--- config.mk ---
export PLATFORM = sky130hd
export DESIGN_NAME = spi_master_ctrl
export DESIGN_NICKNAME = d
export VERILOG_FILES = /design/src/rtl/spi_master_ctrl.sv
export SDC_FILE = /design/constraint.sdc
export NUM_CORES = 1
export LEC_CHECK = 0
export CAP_MARGIN = 20
export CORE_MARGIN = 1.5
export CORE_UTILIZATION = 40
export CTS_BUF_LIST = sky130_fd_sc_hd__clkbuf_16
export DETAILED_ROUTE_END_ITERATION = 12
export MAX_ROUTING_LAYER = met4
export PLACE_DENSITY = 0.63
export SYNTH_ARGS = -nofsm -noshare
export SYNTH_HDL_FRONTEND = slang
export SYNTH_SLANG_ARGS = --single-unit
--- constraint.sdc ---
create_clock -name clk -period 4.15 [get_ports clk]
set_input_delay 0.415 -clock clk [delete_from_list [all_inputs] [get_ports clk]]
set_output_delay 0.415 -clock clk [all_outputs]
set_load 0.005 [all_outputs]
--- src/rtl/spi_master_ctrl.sv ---
// SPI mode-0 master sequencer between a show-ahead TX FIFO, an RX FIFO and the SPI pins.
// Define SPI_MASTER_CTRL_BURST_EN to chain words back-to-back with cs_n held low.
module spi_master_ctrl #(
  parameter int unsigned DATA_WIDTH = 8,
  parameter int unsigned CLK_DIV    = 4
) (
  input  logic                  clk,
  input  logic                  rst_n,
  input  logic                  enable,
  input  logic                  tx_empty,
  input  logic [DATA_WIDTH-1:0] tx_dout,
  output logic                  tx_rd_en,
  input  logic                  rx_full,
  output logic [DATA_WIDTH-1:0] rx_din,
  output logic                  rx_wr_en,
  input  logic                  ovf_clr,
  output logic                  sclk,
  output logic                  mosi,
  input  logic                  miso,
  output logic                  cs_n,
  output logic                  busy,
  output logic                  rx_overflow
);

  localparam int unsigned HCW = $clog2(CLK_DIV) + 1;
  localparam int unsigned BCW = $clog2(DATA_WIDTH) + 1;
  localparam logic [HCW-1:0] HalfLast = HCW'(CLK_DIV - 1);
  localparam logic [BCW-1:0] BitLast  = BCW'(DATA_WIDTH - 1);

  typedef enum logic [2:0] {StIdle, StLead, StShift, StStore, StGap} state_e;

  state_e                  state_q, state_d;
  logic [HCW-1:0]          hcnt_q, hcnt_d;
  logic [BCW-1:0]          bcnt_q, bcnt_d;
  logic                    sclk_q, sclk_d;
  logic [DATA_WIDTH-1:0]   tx_sr_q, tx_sr_d;
  logic [DATA_WIDTH-1:0]   rx_sr_q, rx_sr_d;
  logic                    ovf_q, ovf_d;
  logic                    pop, push;
  logic                    cs_active;

  always_ff @(posedge clk or negedge rst_n) begin
    if (!rst_n) begin
      state_q <= StIdle;
      hcnt_q  <= '0;
      bcnt_q  <= '0;
      sclk_q  <= 1'b0;
      tx_sr_q <= '0;
      rx_sr_q <= '0;
      ovf_q   <= 1'b0;
    end else begin
      state_q <= state_d;
      hcnt_q  <= hcnt_d;
      bcnt_q  <= bcnt_d;
      sclk_q  <= sclk_d;
      tx_sr_q <= tx_sr_d;
      rx_sr_q <= rx_sr_d;
      ovf_q   <= ovf_d;
    end
  end

  always_comb begin
    state_d = state_q;
    hcnt_d  = hcnt_q;
    bcnt_d  = bcnt_q;
    sclk_d  = sclk_q;
    tx_sr_d = tx_sr_q;
    rx_sr_d = rx_sr_q;
    ovf_d   = ovf_clr ? 1'b0 : ovf_q;
    pop     = 1'b0;
    push    = 1'b0;
    unique case (state_q)
      StIdle: begin
        sclk_d = 1'b0;
        if (enable && !tx_empty) begin
          pop     = 1'b1;
          tx_sr_d = tx_dout;
          hcnt_d  = HalfLast;
          bcnt_d  = '0;
          state_d = StLead;
        end
      end
      StLead: begin
        if (hcnt_q == '0) begin
          hcnt_d  = HalfLast;
          bcnt_d  = '0;
          state_d = StShift;
        end else begin
          hcnt_d = hcnt_q - 1'b1;
        end
      end
      StShift: begin
        if (hcnt_q != '0) begin
          hcnt_d = hcnt_q - 1'b1;
        end else begin
          hcnt_d = HalfLast;
          if (!sclk_q) begin
            sclk_d  = 1'b1;
            rx_sr_d = {rx_sr_q[DATA_WIDTH-2:0], miso};
          end else begin
            sclk_d = 1'b0;
            if (bcnt_q == BitLast) begin
              bcnt_d  = '0;
              state_d = StStore;
            end else begin
              // Falling edge: present the next bit a full half-period before it is sampled.
              tx_sr_d = {tx_sr_q[DATA_WIDTH-2:0], 1'b0};
              bcnt_d  = bcnt_q + BCW'(1);
            end
          end
        end
      end
      StStore: begin
        if (rx_full) begin
          ovf_d = 1'b1;
        end else begin
          push = 1'b1;
        end
        hcnt_d = HalfLast;
        bcnt_d = '0;
`ifdef SPI_MASTER_CTRL_BURST_EN
        if (enable && !tx_empty) begin
          pop     = 1'b1;
          tx_sr_d = tx_dout;
          state_d = StShift;
        end else begin
          state_d = StGap;
        end
`else
        state_d = StGap;
`endif
      end
      StGap: begin
        if (hcnt_q == '0) begin
          hcnt_d  = HalfLast;
          bcnt_d  = '0;
          state_d = StIdle;
        end else begin
          hcnt_d = hcnt_q - 1'b1;
        end
      end
      default: state_d = StIdle;
    endcase
  end

  assign cs_active = (state_q == StLead) || (state_q == StShift) || (state_q == StStore);

  // Strobes are gated by reset so nothing pops or pushes while rst_n is held low.
  assign tx_rd_en    = pop & rst_n;
  assign rx_wr_en    = push & rst_n;
  assign rx_din      = (state_q == StStore) ? rx_sr_q : '0;
  assign cs_n        = ~cs_active;
  assign sclk        = sclk_q;
  assign mosi        = cs_active & tx_sr_q[DATA_WIDTH-1];
  assign busy        = (state_q != StIdle);
  assign rx_overflow = ovf_q;

endmodule

==> impl_metrics.py <==
metrics = {
    "run_status": {
        "status": "finished clean",
    },
    "floorplan": {
        "die_x_um": 64.5,
        "fp.dieH_um": 64.5,
        "io_pins": 30,
        "dieArea_um2": 4160,
        "placementRows": 22,
        "initial_core_util_pct": 41.4,
        "coreArea_um2": 3660,
    },
    "drt": {
        "remaining_drc_errors": 0,
        "ant_nets": 0,
        "drt_first_pass_iters": 4,
        "via_count": 1125,
        "wl_per_cell_um": 13.4,
        "drt_iter0_markers": 51,
        "wirelength_mm": 2.96,
        "via_per_inst": 5.09,
    },
    "yosys": {
        "async_flop_share_pct": 100,
        "synth_compound_area_share_pct": 13.1,
        "synth_fa_ha_area_share_pct": 2.48,
        "yosysUniqueCellTypes": 37,
        "synth_top_family_by_area": "simple AND/OR/NAND/NOR gates",
        "netlist_instances": 147,
        "synth-seq-cells": 28,
        "yosys_warnings": 0,
        "synth_xor_area_share_pct": 0.579,
        "synth_edf_count": 0,
        "synth_ff_type": "dfrtp_1",
        "synthSimpleGateAreaFrac_pct": 21.7,
        "synthesis.nets": 165,
        "synth.mux.area_fraction_pct": 12.5,
        "syn_area_per_cell_um2": 10.3,
        "ys_seq_area_share_pct": 46.3,
        "syn_area_um2": 1510,
    },
    "sta": {
        "max-slew-margin-rel_pct": 48.5,
        "max_freq_mhz": 416,
        "worst_pin_slew_ps": 769,
        "timing.final.crit_share_pct": 57.9,
        "setup_ws_ps": 1750,
        "finalHoldViolations": 0,
        "rsz0062_at_grt": "no",
        "slew_viol_final": 0,
        "finalSetupViolCount": 0,
        "fin_skew_ps": 3.48,
        "period_needed_ps": 2400,
        "finalSetupTns_ps": 0,
    },
    "final_layout": {
        "syn2layout_area_growth_pct": 26.5,
        "layout-drive-gt1-share_pct": 13.9,
        "multi_input_area_um2": 763,
        "nets": 193,
        "diodes": 0,
        "seq_area_um2": 701,
        "n_fill_cell": 340,
    },
    "critical_path": {
        "crit_path_max_fanout": 13,
        "worstRegToRegCells": 4,
        "reg2reg_from": "state_q[1]",
        "critPathLaunch": "state_q[0]",
        "worstSetupEndpointType": "output port",
        "arrival_ps": 1990,
        "worst-setup-path-type": "reg2out",
        "cp.required_ps": 3730,
        "critPathLaunchType": "flip-flop",
    },
    "power_and_ir_drop": {
        "intPower_uw": 729,
        "power_frac_comb_pct": 41.3,
        "p_clk_share_pct": 19.0,
        "total_leakage_power_nw": 0.860,
        "powerDensity_nw_per_um2": 590,
        "switching_share_pct": 35.5,
        "p_switching_uw": 402,
        "worst_ir_drop_vdd_uv": 269,
        "p_seq_share_pct": 39.7,
    },
    "clock_tree": {
        "cts_buffers": 3,
        "cts.htree.levels": 1,
        "postCtsHoldBufs": 0,
        "postCtsResizedCells": 0,
        "clk_path_buf_depth": 2,
        "root_buffer": "clkbuf_16",
        "path_clk_slew_ps": 70,
        "post_cts_buffers": 0,
        "cts_sinks": 28,
        "cts_tree": "yes",
        "clk_latency_ps": 260,
    },
    "place": {
        "dp_slack_ps": 1610,
        "gp_congestion": 0.806,
        "hpwl_mm": 2.23,
        "port_buffers": 29,
    },
    "hold_path": {
        "worstHoldPathCells": 1,
        "hp-class": "reg2reg",
        "hp-start": "rx_sr_q[7]",
    },
    "global_routing": {
        "antenna_found_initial": 0,
        "grt.total_usage_pct": 15.6,
        "gr-total-overflow": 0,
        "grt_pass1_vias": 1125,
        "grt_pass1_wl_mm": 5.09,
        "grt_max_degree": 19,
    },
    "job": {
        "drv_cap": 0,
    },
}
==> layout by cell type (no fill, tap or decap), types with 2 or more instances in the layout <==
master	Yosys	final
a21oi_1	3	3
and2_1	10	10
and3b_1	2	2
clkbuf_16	0	3
clkdlybuf4s50_1	0	29
dfrtp_1	28	28
ha_1	3	3
inv_1	5	5
mux2_2	14	14
mux2i_1	2	2
nand2_1	23	23
nand2b_1	3	3
nand3_1	2	2
nand3b_1	2	2
nor2_1	7	7
nor2b_1	3	3
o211ai_1	2	2
o21ai_0	8	8
o41ai_1	3	3
or3_1	3	3
==> stage by stage <==
step / std cells / cell area, um^2 / hold slack [ps] / util (%) / power [mW]
2_1_floorplan: 147 / 1510 / 119 / - / 0.773
3_3_place_gp: 218 / 1840 / 468 / 50.3 / 0.907
3_5_place_dp: 218 / 1840 / 491 / 50.3 / 0.926
4_1_cts: 221 / 1920 / 505 / 52.3 / 1.15
5_1_grt: 221 / 1920 / 526 / 52.3 / 1.22
6_report: 221 / 1920 / 497 / 52.3 / 1.13
==> final cells by class <==
type / count / share of cell area [%]
clock buffer: 3 / 3.92
timing repair buffer: 30 / 15.5
multi-input combinational: 107 / 39.8
inverter: 5 / 0.980
tap: 48 / 3.14
sequential: 28 / 36.6
==> critical path, stage by stage (launching register included) <==
cell             delay, ps
dfrtp_1                610
and3b_1                420
and3b_1                210
clkdlybuf4s50_1        490
==> cells by family (layout without fill, tap and decap cells) <==
kind of cell	count (synthesis)	count (layout)
flip-flops	28	28
multiplexers	17	17
XOR/XNOR	1	1
buffers and inverters	12	38
AO/OA/AOI/OAI	25	25
adder cells (fa/ha/maj)	3	3
AND/OR/NAND/NOR	61	61
==> worst paths after layout <==
path | end | slack, ps
worst max register to register | tx_sr_q[4] | 1940
max in group asynchronous | tx_sr_q[5] | 2970
worst max-delay path | rx_wr_en | 1750
min in group asynchronous | rx_overflow | 520
worst min-delay path | rx_sr_q[7] | 500
worst min register to register | rx_sr_q[7] | 500
==> metal layers <==
layer / global-route usage [%] / part of all wire (%) / vias up
met5: - / 0 / -
met4: 1.60 / 0.17 / 0
met3: 3.47 / 4.1 / 2
met2: 26.3 / 49 / 24
met1: 20.1 / 47 / 539
li1: - / - / 560
==> sequential cells by signal, summed over array words and instances (netlist names) <==
| name | cells |
|---|---|
| rx_overflow | 1 |
| tx_sr_q | 8 |
| hcnt_q | 3 |
| state_q | 3 |
| rx_sr_q | 8 |
| bcnt_q | 4 |
| sclk | 1 |
==> Yosys cell counts (2+ instances only) <==
| library cell | number | area share [%] |
|---|---|---|
| a21oi_1 | 3 | 0.99 |
| and2_1 | 10 | 4.1 |
| and3b_1 | 2 | 1.2 |
| buf_2 | 4 | 1.3 |
| clkbuf_1 | 3 | 0.74 |
| dfrtp_1 | 28 | 46 |
| ha_1 | 3 | 2.5 |
| inv_1 | 5 | 1.2 |
| mux2_2 | 14 | 10 |
| mux2i_1 | 2 | 1.3 |
| nand2_1 | 23 | 5.7 |
| nand2b_1 | 3 | 1.2 |
| nand3_1 | 2 | 0.66 |
| nand3b_1 | 2 | 0.99 |
| nor2_1 | 7 | 1.7 |
| nor2b_1 | 3 | 1.2 |
| o211ai_1 | 2 | 0.99 |
| o21ai_0 | 8 | 2.6 |
| o41ai_1 | 3 | 1.7 |
| or3_1 | 3 | 1.2 |
==> power by group through the flow <==
stage	registers [mW]	clock network, mW	logic [mW]
floorplan	0.404	0	0.370
global placement	0.448	0	0.459
detailed placement	0.453	0	0.473
CTS	0.448	0.224	0.475
global route	0.468	0.234	0.520
finish	0.449	0.215	0.467
No activity file was read; power rests on OpenSTA's default activity.
